`src/rtl/tmds_pkg.sv`:
```
`default_nettype none
// ============================================================================
//  Module   : tmds_pkg
//  Purpose  : Shared TMDS symbol width, control tokens, FSM states and the
//             decoded-symbol record used by the channel decoder.
//  Revision : 1.0  initial release
// ============================================================================
package tmds_pkg;

  localparam int TMDS_W = 10;

  localparam logic [TMDS_W-1:0] CTRL_TOKEN_00 = 10'h354;
  localparam logic [TMDS_W-1:0] CTRL_TOKEN_01 = 10'h0AB;
  localparam logic [TMDS_W-1:0] CTRL_TOKEN_10 = 10'h154;
  localparam logic [TMDS_W-1:0] CTRL_TOKEN_11 = 10'h2AB;

  typedef enum logic [0:0] {
    SEARCH = 1'b0,
    LOCKED = 1'b1
  } state_t;

  typedef struct packed {
    logic       is_ctrl;
    logic [1:0] ctrl;
    logic [7:0] data;
  } sym_dec_t;

endpackage
`default_nettype wire

```
`src/rtl/tmds_symbol_decode.sv`:
```
`default_nettype none
// ============================================================================
//  Module   : tmds_symbol_decode
//  Purpose  : Combinational 10b TMDS symbol to {is_ctrl, ctrl, data} mapping.
//  Revision : 1.0  initial release
// ============================================================================
module tmds_symbol_decode
  import tmds_pkg::*;
(
  input  logic [TMDS_W-1:0] i_symbol,
  output sym_dec_t          o_dec
);

  logic [7:0] w_inv;
  logic [7:0] w_q;

  always_comb begin
    w_inv = i_symbol[9] ? ~i_symbol[7:0] : i_symbol[7:0];
    w_q    = '0;
    w_q[0] = w_inv[0];
    // bit 8 selects XOR vs XNOR transition coding
    for (int i = 1; i < 8; i++) begin
      w_q[i] = i_symbol[8] ? (w_inv[i] ^ w_inv[i-1]) : ~(w_inv[i] ^ w_inv[i-1]);
    end

    o_dec.is_ctrl = 1'b0;
    o_dec.ctrl    = 2'b00;
    o_dec.data    = w_q;
    case (i_symbol)
      CTRL_TOKEN_00: begin o_dec.is_ctrl = 1'b1; o_dec.ctrl = 2'b00; o_dec.data = 8'h00; end
      CTRL_TOKEN_01: begin o_dec.is_ctrl = 1'b1; o_dec.ctrl = 2'b01; o_dec.data = 8'h00; end
      CTRL_TOKEN_10: begin o_dec.is_ctrl = 1'b1; o_dec.ctrl = 2'b10; o_dec.data = 8'h00; end
      CTRL_TOKEN_11: begin o_dec.is_ctrl = 1'b1; o_dec.ctrl = 2'b11; o_dec.data = 8'h00; end
      default: ;
    endcase
  end

endmodule
`default_nettype wire

```
`src/rtl/tmds_channel_decoder.sv`:
```
`default_nettype none
// ============================================================================
//  Module   : tmds_channel_decoder
//  Purpose  : Word-aligns one deserialized TMDS channel by hunting control-token
//             runs, then decodes symbols to pixel data, DE and {C1,C0}.
//  Revision : 1.0  initial release
// ============================================================================
module tmds_channel_decoder
  import tmds_pkg::*;
#(
  parameter int LOCK_COUNT   = 8,
  parameter int SEARCH_DWELL = 2048,
  parameter int LOSS_TIMEOUT = 4096
) (
  input  logic              clk_pixel,
  input  logic              reset,
  input  logic [TMDS_W-1:0] in_symbol,
  output logic [7:0]        out_data,
  output logic              out_de,
  output logic [1:0]        out_ctrl,
  output logic              locked,
  output logic [3:0]        out_offset
);

  localparam int c_run_w   = $clog2(LOCK_COUNT) + 1;
  localparam int c_dwell_w = $clog2(SEARCH_DWELL) + 1;
  localparam int c_loss_w  = $clog2(LOSS_TIMEOUT) + 1;

  localparam logic [c_run_w-1:0]   c_run_last   = c_run_w'(LOCK_COUNT - 1);
  localparam logic [c_dwell_w-1:0] c_dwell_last = c_dwell_w'(SEARCH_DWELL - 1);
  localparam logic [c_loss_w-1:0]  c_loss_last  = c_loss_w'(LOSS_TIMEOUT - 1);

  state_t                r_state;
  logic [3:0]            r_offset;
  logic [c_run_w-1:0]    r_run_cnt;
  logic [c_dwell_w-1:0]  r_dwell_cnt;
  logic [c_loss_w-1:0]   r_loss_cnt;
  logic                  r_locked;
  logic [TMDS_W-1:0]     r_prev;
  sym_dec_t              r_s1_dec;

  logic [2*TMDS_W-1:0]   w_window;
  logic [TMDS_W-1:0]     w_aligned;
  logic [3:0]            w_next_offset;
  sym_dec_t              w_dec;

  // the previous word occupies the low half, so offset 0 selects it unchanged
  assign w_window      = {in_symbol, r_prev};
  assign w_aligned     = w_window[r_offset +: TMDS_W];
  assign w_next_offset = (r_offset == 4'd9) ? 4'd0 : r_offset + 4'd1;

  assign locked     = r_locked;
  assign out_offset = r_offset;

  tmds_symbol_decode u_decode (
    .i_symbol (w_aligned),
    .o_dec    (w_dec)
  );

  always_ff @(posedge clk_pixel or posedge reset) begin
    if (reset) begin
      r_state     <= SEARCH;
      r_offset    <= 4'd0;
      r_run_cnt   <= '0;
      r_dwell_cnt <= '0;
      r_loss_cnt  <= '0;
      r_locked    <= 1'b0;
    end else begin
      case (r_state)
        SEARCH: begin
          // lock takes priority over a dwell expiry in the same cycle
          if (w_dec.is_ctrl && (r_run_cnt == c_run_last)) begin
            r_state     <= LOCKED;
            r_locked    <= 1'b1;
            r_run_cnt   <= '0;
            r_dwell_cnt <= '0;
            r_loss_cnt  <= '0;
          end else if (r_dwell_cnt == c_dwell_last) begin
            r_offset    <= w_next_offset;
            r_run_cnt   <= '0;
            r_dwell_cnt <= '0;
          end else begin
            r_dwell_cnt <= r_dwell_cnt + 1'b1;
            r_run_cnt   <= w_dec.is_ctrl ? r_run_cnt + 1'b1 : '0;
          end
        end
        LOCKED: begin
          if (w_dec.is_ctrl) begin
            r_loss_cnt <= '0;
          end else if (r_loss_cnt == c_loss_last) begin
            r_state     <= SEARCH;
            r_locked    <= 1'b0;
            r_offset    <= w_next_offset;
            r_run_cnt   <= '0;
            r_dwell_cnt <= '0;
            r_loss_cnt  <= '0;
          end else begin
            r_loss_cnt <= r_loss_cnt + 1'b1;
          end
        end
        default: r_state <= SEARCH;
      endcase
    end
  end

  always_ff @(posedge clk_pixel or posedge reset) begin
    if (reset) begin
      r_prev   <= '0;
      r_s1_dec <= '0;
      out_data <= 8'h00;
      out_de   <= 1'b0;
      out_ctrl <= 2'b00;
    end else begin
      r_prev   <= in_symbol;
      r_s1_dec <= w_dec;
      if (!r_locked) begin
        out_data <= 8'h00;
        out_de   <= 1'b0;
        out_ctrl <= 2'b00;
      end else if (r_s1_dec.is_ctrl) begin
        out_data <= 8'h00;
        out_de   <= 1'b0;
        out_ctrl <= r_s1_dec.ctrl;
      end else begin
        out_data <= r_s1_dec.data;
        out_de   <= 1'b1;
      end
    end
  end

endmodule
`default_nettype wire
```
`config.mk`:
```
export PLATFORM = sky130hd
export DESIGN_NAME = tmds_channel_decoder
export DESIGN_NICKNAME = d
export VERILOG_FILES = /design/src/rtl/tmds_pkg.sv /design/src/rtl/tmds_symbol_decode.sv /design/src/rtl/tmds_channel_decoder.sv
export SDC_FILE = /design/constraint.sdc
export NUM_CORES = 1
export LEC_CHECK = 0
export CORE_UTILIZATION = 29
export CTS_BUF_LIST = sky130_fd_sc_hd__clkbuf_2
export DETAILED_ROUTE_END_ITERATION = 16
export GPL_TIMING_DRIVEN = 0
export PLACE_DENSITY_LB_ADDON = 0.3
export SLEW_MARGIN = 20
export SYNTH_ARGS = -nofsm -noshare
export SYNTH_HDL_FRONTEND = slang
export SYNTH_SLANG_ARGS = --single-unit
export TNS_END_PERCENT = 5
```
`constraint.sdc`:
```
create_clock -name clk_pixel -period 3.6 [get_ports clk_pixel]
set_input_delay 1.08 -clock clk_pixel [delete_from_list [all_inputs] [get_ports clk_pixel]]
set_output_delay 1.08 -clock clk_pixel [all_outputs]
set_load 0.1 [all_outputs]
```
[Word level (Yosys, flattened, before mapping)]
Index checks and enable logic that the tools add are counted.
Storage, ports and cells
  register bits after elaboration: 67
  input bits: 12
  output and inout bits: 16
  logic and storage cells: 96
Operators by class
  $add $sub $neg: 4
  eq/ne operators: 14
  shift-type cells: 1
  mux-type cells: 44
  bitwise logic cells: 16
  reductions and logical operators: 4
Operators with widths (number)
  12-bit 2-to-1 mux: 4
  11-bit case mux with 4 select lines: 1
  4-bit 2-to-1 mux: 10
  13-bit 2-to-1 mux: 3
  13-bit case mux with 2 select lines: 1
  8-bit 2-to-1 mux: 3
  12-bit case mux with 2 select lines: 1
  10-bit equality test, second input constant: 2
  20-bit by 5-bit variable part select with 10-bit output: 1
  4-bit case mux with 2 select lines: 2
  1-bit 2-to-1 mux: 15
  13-bit by 1-bit adder with 13-bit output, second input constant: 1
  13-bit by 12-bit equality test with 1-bit output, second input constant: 1
  12-bit by 1-bit adder with 12-bit output, second input constant: 1
  12-bit by 11-bit equality test with 1-bit output, second input constant: 1
  10-bit by 8-bit equality test with 1-bit output, second input constant: 1
  10-bit by 9-bit equality test with 1-bit output, second input constant: 1
  4-bit by 1-bit adder with 4-bit output, second input constant: 2
  2-bit inequality test, second input constant: 4
  1-bit inverter: 8
  8-bit inverter: 1
  1-bit XOR: 7
  4-bit by 3-bit equality test with 1-bit output, second input constant: 1
  4-bit equality test, second input constant: 1
  7 further kinds: 10

[Logic depth before layout (Yosys ltp)]
Gate-level depths: netlist of run 1.
  depth in word-level cells: 11
  depth in mapped cells: 12
  gate-level depth less buffers: 9

[By module]
From an unflattened synthesis of run 1, not the netlist that was laid out.
Second synthesis, totals
  cell total of the unflattened synthesis: 341
  area total of the unflattened synthesis: 3778.6 sq um
By module, submodules not included
  tmds_channel_decoder: instances 1, cells each 308, area an instance 3524.6 sq um, seq. area each 1676.6 sq um
  tmds_symbol_decode: instances 1, cells each 33, area an instance 254.0 sq um, seq. area each 0.0 sq um

[Least setup slack after synthesis of run 1]
OpenSTA, ideal clock, no wires.
  path type: register to register
  start: reg r_offset[0], in the netlist out_offset[0]
  end: reg r_loss_cnt[0]
  setup time: 125 ps
  arrival: 3601 ps
  data required time: 3475 ps
  slack: -125 ps
  cell stages (with the launch flop): 10
  path buffers: 2
  clock period less this slack: 3725 ps
  cells stage by stage: dfrtp_1 > buf_6 > mux4_2 > mux2_2 > or4_4 > a2111oi_4 > a21o_4 > a21oi_2 > buf_6 > mux2_2
Between the ends
  longest elaborated chain between the ends: 5
  elaborated cells between the ends (all ways): 10
  classes of those cells: eq/ne: 5; shift: 1; mux: 3; reduce/logical: 1
Ends and longest elaborated chain
  start: declaration: line tmds_channel_decoder.sv:34  | logic [3:0] r_offset;
  start signal: assignment: line tmds_channel_decoder.sv:79  | r_offset <= w_next_offset;
  start signal: assignment: line tmds_channel_decoder.sv:93  | r_offset <= w_next_offset;
  20-bit by 5-bit variable part select with 10-bit output *: line tmds_channel_decoder.sv:49  | assign w_aligned = w_window[r_offset +: TMDS_W];
  10-bit equality test (tied with other cells): line tmds_symbol_decode.sv:29  | case (i_symbol)
  11-bit case mux with 4 select lines *: line tmds_symbol_decode.sv:29
  13-bit 2-to-1 mux or 1-bit logical AND (tied branches): line tmds_channel_decoder.sv:88, tmds_channel_decoder.sv:72
  13-bit case mux with 2 select lines or 2-bit inequality test (tied branches)
  end signal: assignment: line tmds_channel_decoder.sv:98  | r_loss_cnt <= r_loss_cnt + 1'b1;
  end: declaration: line tmds_channel_decoder.sv:37  | logic [c_loss_w-1:0] r_loss_cnt;
Mark *: on every way between the ends. The rest lies on a longest branch, timed or not.
A chain may end at the register's enable or synchronous reset.

[Worst setup path in the final report of run 1]
  start: in in_symbol[5]
  end: reg r_loss_cnt[0]
Between the ends
  longest elaborated chain between the ends: 5
  elaborated cells between the ends (all ways): 10
  classes of those cells: eq/ne: 5; shift: 1; mux: 3; reduce/logical: 1
Ends and longest elaborated chain
  start: declaration: line tmds_channel_decoder.sv:17  | input logic [TMDS_W-1:0] in_symbol,
  20-bit by 5-bit variable part select with 10-bit output *: line tmds_channel_decoder.sv:49
  10-bit equality test (tied with other cells): line tmds_symbol_decode.sv:29
  11-bit case mux with 4 select lines *: line tmds_symbol_decode.sv:29
  13-bit 2-to-1 mux or 1-bit logical AND (tied branches): line tmds_channel_decoder.sv:88, tmds_channel_decoder.sv:72
  13-bit case mux with 2 select lines or 2-bit inequality test (tied branches)
Marks and branches as above.

==> impl_metrics.csv, run 1 <==
group,metric,value,unit
detailed_routing,vias,2959,
sta,finalWorstSetupSlack,56.1,ps
critical_path,critPathLaunch,"in_symbol[5]",
sta,fmax,282,MHz
synth,synthFlopType,"dfrtp_1",
detailed_routing,wl_met2,3700,µm
cells_and_area,drive_gt1_frac,0.195,
place,dp_slack,-868,ps
floorplanning,die_area,13800,µm²
sta,drv_slew,0,
clock_network,clock_path_buffers,2,
floorplanning,die_h,118,µm
detailed_routing,top_layer_used,"met4",
sta,post-route-min-period,3540,ps
global_route,grt_usage,0.129,
pwr,powerDensity,299,nW/µm²
synth,synth_cells,359,
floorplanning,num_rows,41,
critical_path,worstPathArrival,3940,ps
synth,synth_area_leaders,"dfrtp_1, mux4_2, mux2i_1",
floorplanning,dieWidth,118,µm
flow_run,cap_violations,0,
sta,worst_pin_slew,976,ps
cells_and_area,fin_cells,578,
synth,synth_most_common_cell,"dfrtp_1",
cells_and_area,nNetsFinal,416,
detailed_routing,drt-met1-wl,4200,µm
place,place_inst,559,
critical_path,regToRegStartpoint,"out_offset[3]",
synth,synth_top_area_share,0.433,
detailed_routing,antenna_left,0,
critical_path,crit_family,"multiplexers",
sta,hold_viol,0,
synth,synth_top_area_cell,"dfrtp_1",
critical_path,cp.buffers_inverters,2,
synth,synth_area,3880,µm²
sta,period_share,0.984,
clock_network,path_clk_slew,200,ps
synth,yosys_register_bits,67,
floorplanning,start_util,0.302,
synth,synth-async-reset-ratio,1.00,
synth,synth-warning-count,0,
synth,netlist-cell-type-count,57,
sta,setup_viol,0,
clock_network,clkSinkCount,67,
cells_and_area,fin_util,0.356,
synth,ys_seq_area_frac,0.433,
place,port_buffers,27,
synth,synthesis.nets,374,
clock_network,root_buffer,"clkbuf_2",
pwr,power.switching,0.330,mW
critical_path,worstSetupStartpointType,"input pin",
clock_network,clock_latency,480,ps
sta,slew-limit-headroom,0.347,
global_route,grt_pass1_vias,2893,
clock_network,cts_buffers,9,
global_route,grt_pass1_wl,14600,µm
place,gp_congestion,0.860,
floorplanning,core,12800,µm²
critical_path,critPathSlowestCell,"mux4_2",
pwr,p_leak,1.88,nW
global_route,grt_max_degree,44,
critical_path,cpMostUsedCell,"mux2_2",
synth,synth_commonest_cells,"dfrtp_1, nand2_1, nor2_1",
cells_and_area,n_antenna_cell,0,
critical_path,worstPathRequired,4000,ps
place,dp_hpwl,6020,µm
sta,finalHoldWorstSlack,467,ps
synth,synth.avg_cell_area,10.8,µm²
critical_path,crit_chain,"dlygate4sd2_1 > mux4_2 > mux2_2 > or4_4 > a2111oi_4 > a21o_4 > a21oi_2 > buf_6 > mux2_2",
pwr,switching_share,0.241,
critical_path,endpoint_kind,"register",
detailed_routing,met3WireLength,418,µm
sta,rsz0062_at_grt,"true",
detailed_routing,drt_first_iter_violations,214,
pwr,pwr-share-clk,0.370,
pwr,pwr-share-comb,0.066,
global_route,overflow,0,
pwr,p_int,1.04,mW
worst_hold_path,min_path_type,"reg2reg",
floorplanning,num_io_pins,28,
pwr,vdd_drop_max,0.119,mV
critical_path,cpPeakStageDelay,550,ps
global_route,antenna_found_initial,0,
worst_hold_path,hold_path.startpoint,"r_s1_dec[1]",
detailed_routing,drc,0,
clock_network,tritoncts,"done",
detailed_routing,wl_per_cell,14.6,µm
detailed_routing,wl,8420,µm
status,outcome,"completed",
critical_path,cp_max_fo,10,
cells_and_area,area_growth_syn_to_layout,17.9,%
sta,skew,26.8,ps
clock_network,htreeDepth,3,
detailed_routing,drt_pass1_iterations,5,
pwr,seqPwrFrac,0.564,
synth,synth_edf_count,0,
detailed_routing,viasPerCell,5.12,
critical_path,critical_path_class,"in2reg",
## worst paths after layout
check | to | slack [ps] | depth (start not counted)
setup reg to reg | r_dwell_cnt[5] | 240 | 11
max in group asynchronous | out_offset[3] | 2130 | 3
setup / recovery | r_loss_cnt[0] | 60 | 9
hold / removal | out_data[1] | 470 | 1
min in group asynchronous | r_loss_cnt[8] | 890 | 2
hold reg to reg | out_data[1] | 470 | 1
## metal layers
metal  global-route usage  up-vias
met4               0.0521        0
met1                0.192     1452
li1                     -     1414
met3               0.0223        9
met5                    0        -
met2                0.183       84
## layout by cell type (no fill, tap or decap), types with 10 or more instances in the layout
| cell type | Yosys | layout |
|---|---|---|
| dfrtp_1 | 67 | 65 |
| nand2_1 | 27 | 25 |
| clkdlybuf4s50_1 | 0 | 23 |
| nor2_1 | 22 | 21 |
| o21ai_0 | 21 | 20 |
| mux4_2 | 19 | 19 |
| a21oi_1 | 15 | 14 |
| xnor2_1 | 13 | 13 |
| mux2i_1 | 14 | 12 |
| nand3_1 | 11 | 10 |
## flip-flops by register name, summed over array words and instances (netlist names)
register and count:
r_loss_cnt 13, out_data 8, r_run_cnt 4, out_ctrl 2
r_dwell_cnt 12, locked 1, r_s1_dec 11, out_offset 4
r_state 1, out_de 1, r_prev 10
## area by class of cell
class	count	area [µm²]
buffer	20	114
clock buffer	9	45.0
fill	1288	8260
inverter	7	28.8
sequential	67	1680
timing repair buffer	31	308
tap	172	215
clock inverter	7	91.3
multi-input combinational	265	2090
## worst reg2reg max path: stages (launching register included)
cell and delay (ps):
dfrtp_2 400, buf_2 190, clkbuf_4 250, buf_2 280, mux4_2 420, mux2_2 310
a32o_1 280, and4_2 220, a21o_4 250, a21oi_1 420, a21oi_1 130, o21ai_0 170
## stage by stage
stage	TNS (ps)	power, mW	area (µm²)
3_5_place_dp	-34570	0.875	4390
2_1_floorplan	0	0.836	3880
3_3_place_gp	-60680	0.871	4360
4_1_cts	0	1.39	4540
6_report	0	1.37	4570
5_1_grt	-115	1.43	4570
## power by group through the flow
stage,registers (mW),clock network [mW],logic (mW)
2_1_floorplan,0.782,0,0.0544
3_3_place_gp,0.784,0,0.0866
3_5_place_dp,0.784,0,0.0910
4_1_cts,0.770,0.530,0.0904
5_1_grt,0.772,0.562,0.0983
6_report,0.770,0.506,0.0897
## cell families (layout without fill, tap and decap cells)
logic type / Yosys count / in the layout / share of synthesized area
buffers and inverters: 27 / 74 / 0.0355
multiplexers: 41 / 41 / 0.170
AO/OA/AOI/OAI: 90 / 90 / 0.159
flip-flops: 67 / 67 / 0.433
XOR/XNOR: 20 / 20 / 0.0452
adder cells (fa/ha/maj): 3 / 3 / 0.00968
AND/OR/NAND/NOR: 111 / 111 / 0.148
## what timing repair did
action	4_1_cts	5_1_grt
resized for setup	6	8
setup buffers	3	0
hold buffers	0	0
pin swaps	1	1
endpoints found under the setup margin	42	18
Power figures use the tool's default switching activity.
==> run 2, diff against run 1 <==
--- a/config.mk
+++ b/config.mk
@@ -5,12 +5,13 @@
 export SDC_FILE = /design/constraint.sdc
 export NUM_CORES = 1
 export LEC_CHECK = 0
-export CORE_UTILIZATION = 29
+export ABC_CLOCK_PERIOD_IN_PS = 3600
+export CORE_UTILIZATION = 55
 export CTS_BUF_LIST = sky130_fd_sc_hd__clkbuf_2
 export DETAILED_ROUTE_END_ITERATION = 16
 export GPL_TIMING_DRIVEN = 0
 export PLACE_DENSITY_LB_ADDON = 0.3
-export SLEW_MARGIN = 20
+export SLEW_MARGIN = 10
 export SYNTH_ARGS = -nofsm -noshare
 export SYNTH_HDL_FRONTEND = slang
 export SYNTH_SLANG_ARGS = --single-unit
==> run 2 against run 1 <==
Combinational power shrank 4.8%; highest routed layer unchanged; core utilization increased by 29 points; setup slack lost 26 ps; register-to-register slack got worse by 70 ps; sequential share of layout area up 1.4 points; hold slack got worse by 4.1 ps; critical path type unchanged; final area fell by 3.7%; clock skew up 2.7 ps; routed wire length down 6.6%; final cell count decreased by 13%.
==> impl_metrics.csv, run 2 (synthesis gave the netlist of run 1 again) <==
group,metric,value,unit
clock_network,path_clk_slew,190,ps
sta,slew-limit-headroom,0.346,
clock_network,tritoncts,"done",
critical_path,crit_family,"multiplexers",
floorplanning,dieWidth,86.0,µm
worst_hold_path,min_path_type,"reg2reg",
sta,period_share,0.992,
flow_run,cap_violations,0,
cells_and_area,area_growth_syn_to_layout,13.5,%
worst_hold_path,hold_path.startpoint,"r_s1_dec[5]",
pwr,switching_share,0.254,
critical_path,cp_max_fo,10,
critical_path,reg2reg_slack,170,ps
floorplanning,core,6790,µm²
critical_path,worstPathRequired,4020,ps
cells_and_area,multi_input_area,2080,µm²
floorplanning,start_util,0.571,
worst_hold_path,hold_end,"out_data[5]",
sta,skew,29.5,ps
cells_and_area,largest_reg_flops,13,
pwr,pwr-share-clk,0.284,
global_route,grt_usage,0.229,
place,place_inst,482,
pwr,p_leak,1.85,nW
status,outcome,"completed",
critical_path,cp.buffers_inverters,2,
cells_and_area,top_register,"r_loss_cnt",
sta,finalSetupTns,0,ps
cells_and_area,n_antenna_cell,0,
global_route,overflow,0,
pwr,pwr-share-comb,0.071,
pwr,total_power,1.20,mW
cells_and_area,reg_top3,"r_loss_cnt x13, r_dwell_cnt x12, r_s1_dec x11",
global_route,grt_pass1_wl,13100,µm
critical_path,critPathSlowestCell,"or4_4",
critical_path,worstPathArrival,3990,ps
cells_and_area,final_common_cell,"dfrtp_1",
cells_and_area,design_area,4400,µm²
sta,drv_slew,0,
critical_path,cpMostUsedCell,"mux2_2",
cells_and_area,drive_gt1_frac,0.192,
detailed_routing,viasPerCell,5.93,
place,port_buffers,27,
cells_and_area,seq_area,1680,µm²
critical_path,critical_path_class,"in2reg",
cells_and_area,layout_common_cells,"dfrtp_1, nand2_1, clkdlybuf4s50_1, nor2_1, o21ai_0",
detailed_routing,vias,2978,
critical_path,cpPeakStageDelay,550,ps
clock_network,clkSinkCount,67,
floorplanning,num_io_pins,28,
floorplanning,die_area,7390,µm²
critical_path,endpoint_kind,"register",
clock_network,clock_path_buffers,2,
pwr,seqPwrFrac,0.645,
global_route,antenna_found_initial,0,
floorplanning,num_rows,30,
pwr,p_int,0.892,mW
clock_network,htreeDepth,3,
sta,fmax,280,MHz
cells_and_area,nNetsFinal,417,
clock_network,cts_buffers,9,
critical_path,rr_worst_depth,11,
detailed_routing,drc,0,
place,gp_congestion,0.919,
detailed_routing,wl,7860,µm
pwr,power.switching,0.303,mW
clock_network,holdBufCountCts,0,
global_route,grt_pass1_vias,2755,
detailed_routing,wl_per_cell,15.7,µm
sta,setup_viol,0,
detailed_routing,drt_pass1_iterations,4,
critical_path,crit_chain,"dlygate4sd2_1 > mux4_2 > mux2_2 > or4_4 > a2111oi_4 > a21o_4 > a21oi_2 > buf_6 > mux2_2",
sta,worst_pin_slew,977,ps
detailed_routing,antenna_left,0,
critical_path,worstSetupStartpointType,"input pin",
cells_and_area,fill_cells,542,
sta,hold_viol,0,
detailed_routing,drt_first_iter_violations,177,
place,dp_hpwl,5600,µm
global_route,grt_max_degree,68,
sta,rsz0062_at_grt,"true",
clock_network,clock_latency,500,ps
worst_hold_path,hold_depth,1,
critical_path,worstReg2RegEnd,"r_run_cnt[2]",
critical_path,regToRegStartpoint,"out_offset[3]",
floorplanning,die_h,86.0,µm
sta,post-route-min-period,3570,ps
clock_network,root_buffer,"clkbuf_2",
cells_and_area,fin_cells,502,
pwr,powerDensity,272,nW/µm²
pwr,vdd_drop_max,0.140,mV
place,postPlaceCellArea,4270,µm²
==> run 2: power by group through the flow <==
stage               clock [mW]  combinational [mW]  sequential (mW)
global route             0.384              0.0942            0.772
global placement             0              0.0835            0.784
CTS                      0.351              0.0852            0.770
finish                   0.340              0.0854            0.770
detailed placement           0              0.0853            0.784
floorplan                    0              0.0544            0.782
==> run 2: layout make-up <==
class	instances	share of cell area
Tap cell	96	0.0273
Inverter	7	0.00654
Multi-Input combinational cell	265	0.474
Clock buffer	11	0.0125
Buffer	20	0.0253
Timing Repair Buffer	32	0.0688
Clock inverter	4	0.00426
Sequential cell	67	0.382
==> run 2: through the flow <==
step	hold WS (ps)	setup slack, ps	utilization
floorplan	428	5.78	-
global placement	429	-831	0.628
detailed placement	433	-842	0.629
CTS	466	13.2	0.644
global route	478	-79.2	0.648
finish	463	29.7	0.648
==> run 2: how the worst max path moves through the flow <==
stage,cells past startpoint,from,endpoint
3_5_place_dp,9,in_symbol[3],r_loss_cnt[0]
3_3_place_gp,9,in_symbol[5],r_loss_cnt[0]
6_report,9,in_symbol[3],r_loss_cnt[0]
2_1_floorplan,8,in_symbol[5],r_loss_cnt[0]
4_1_cts,9,in_symbol[6],r_dwell_cnt[11]
5_1_grt,10,in_symbol[3],r_loss_cnt[10]
==> run 2: repair_timing <==
item | 4_1_cts | 5_1_grt
gates resized for setup | 5 | 6
setup endpoints to repair | 42 | 32
pin swaps | 1 | 1
endpoints found under the hold margin | 0 | 0
setup buffers | 4 | 1
==> run 2: metal layers <==
metal / GRT usage / wire length, µm / vias to the layer above
met5: 0 / 0 / -
met4: 0.0652 / 104 / 0
met3: 0.0510 / 444 / 11
met2: 0.361 / 3700 / 92
met1: 0.321 / 3610 / 1461
li1: - / - / 1414
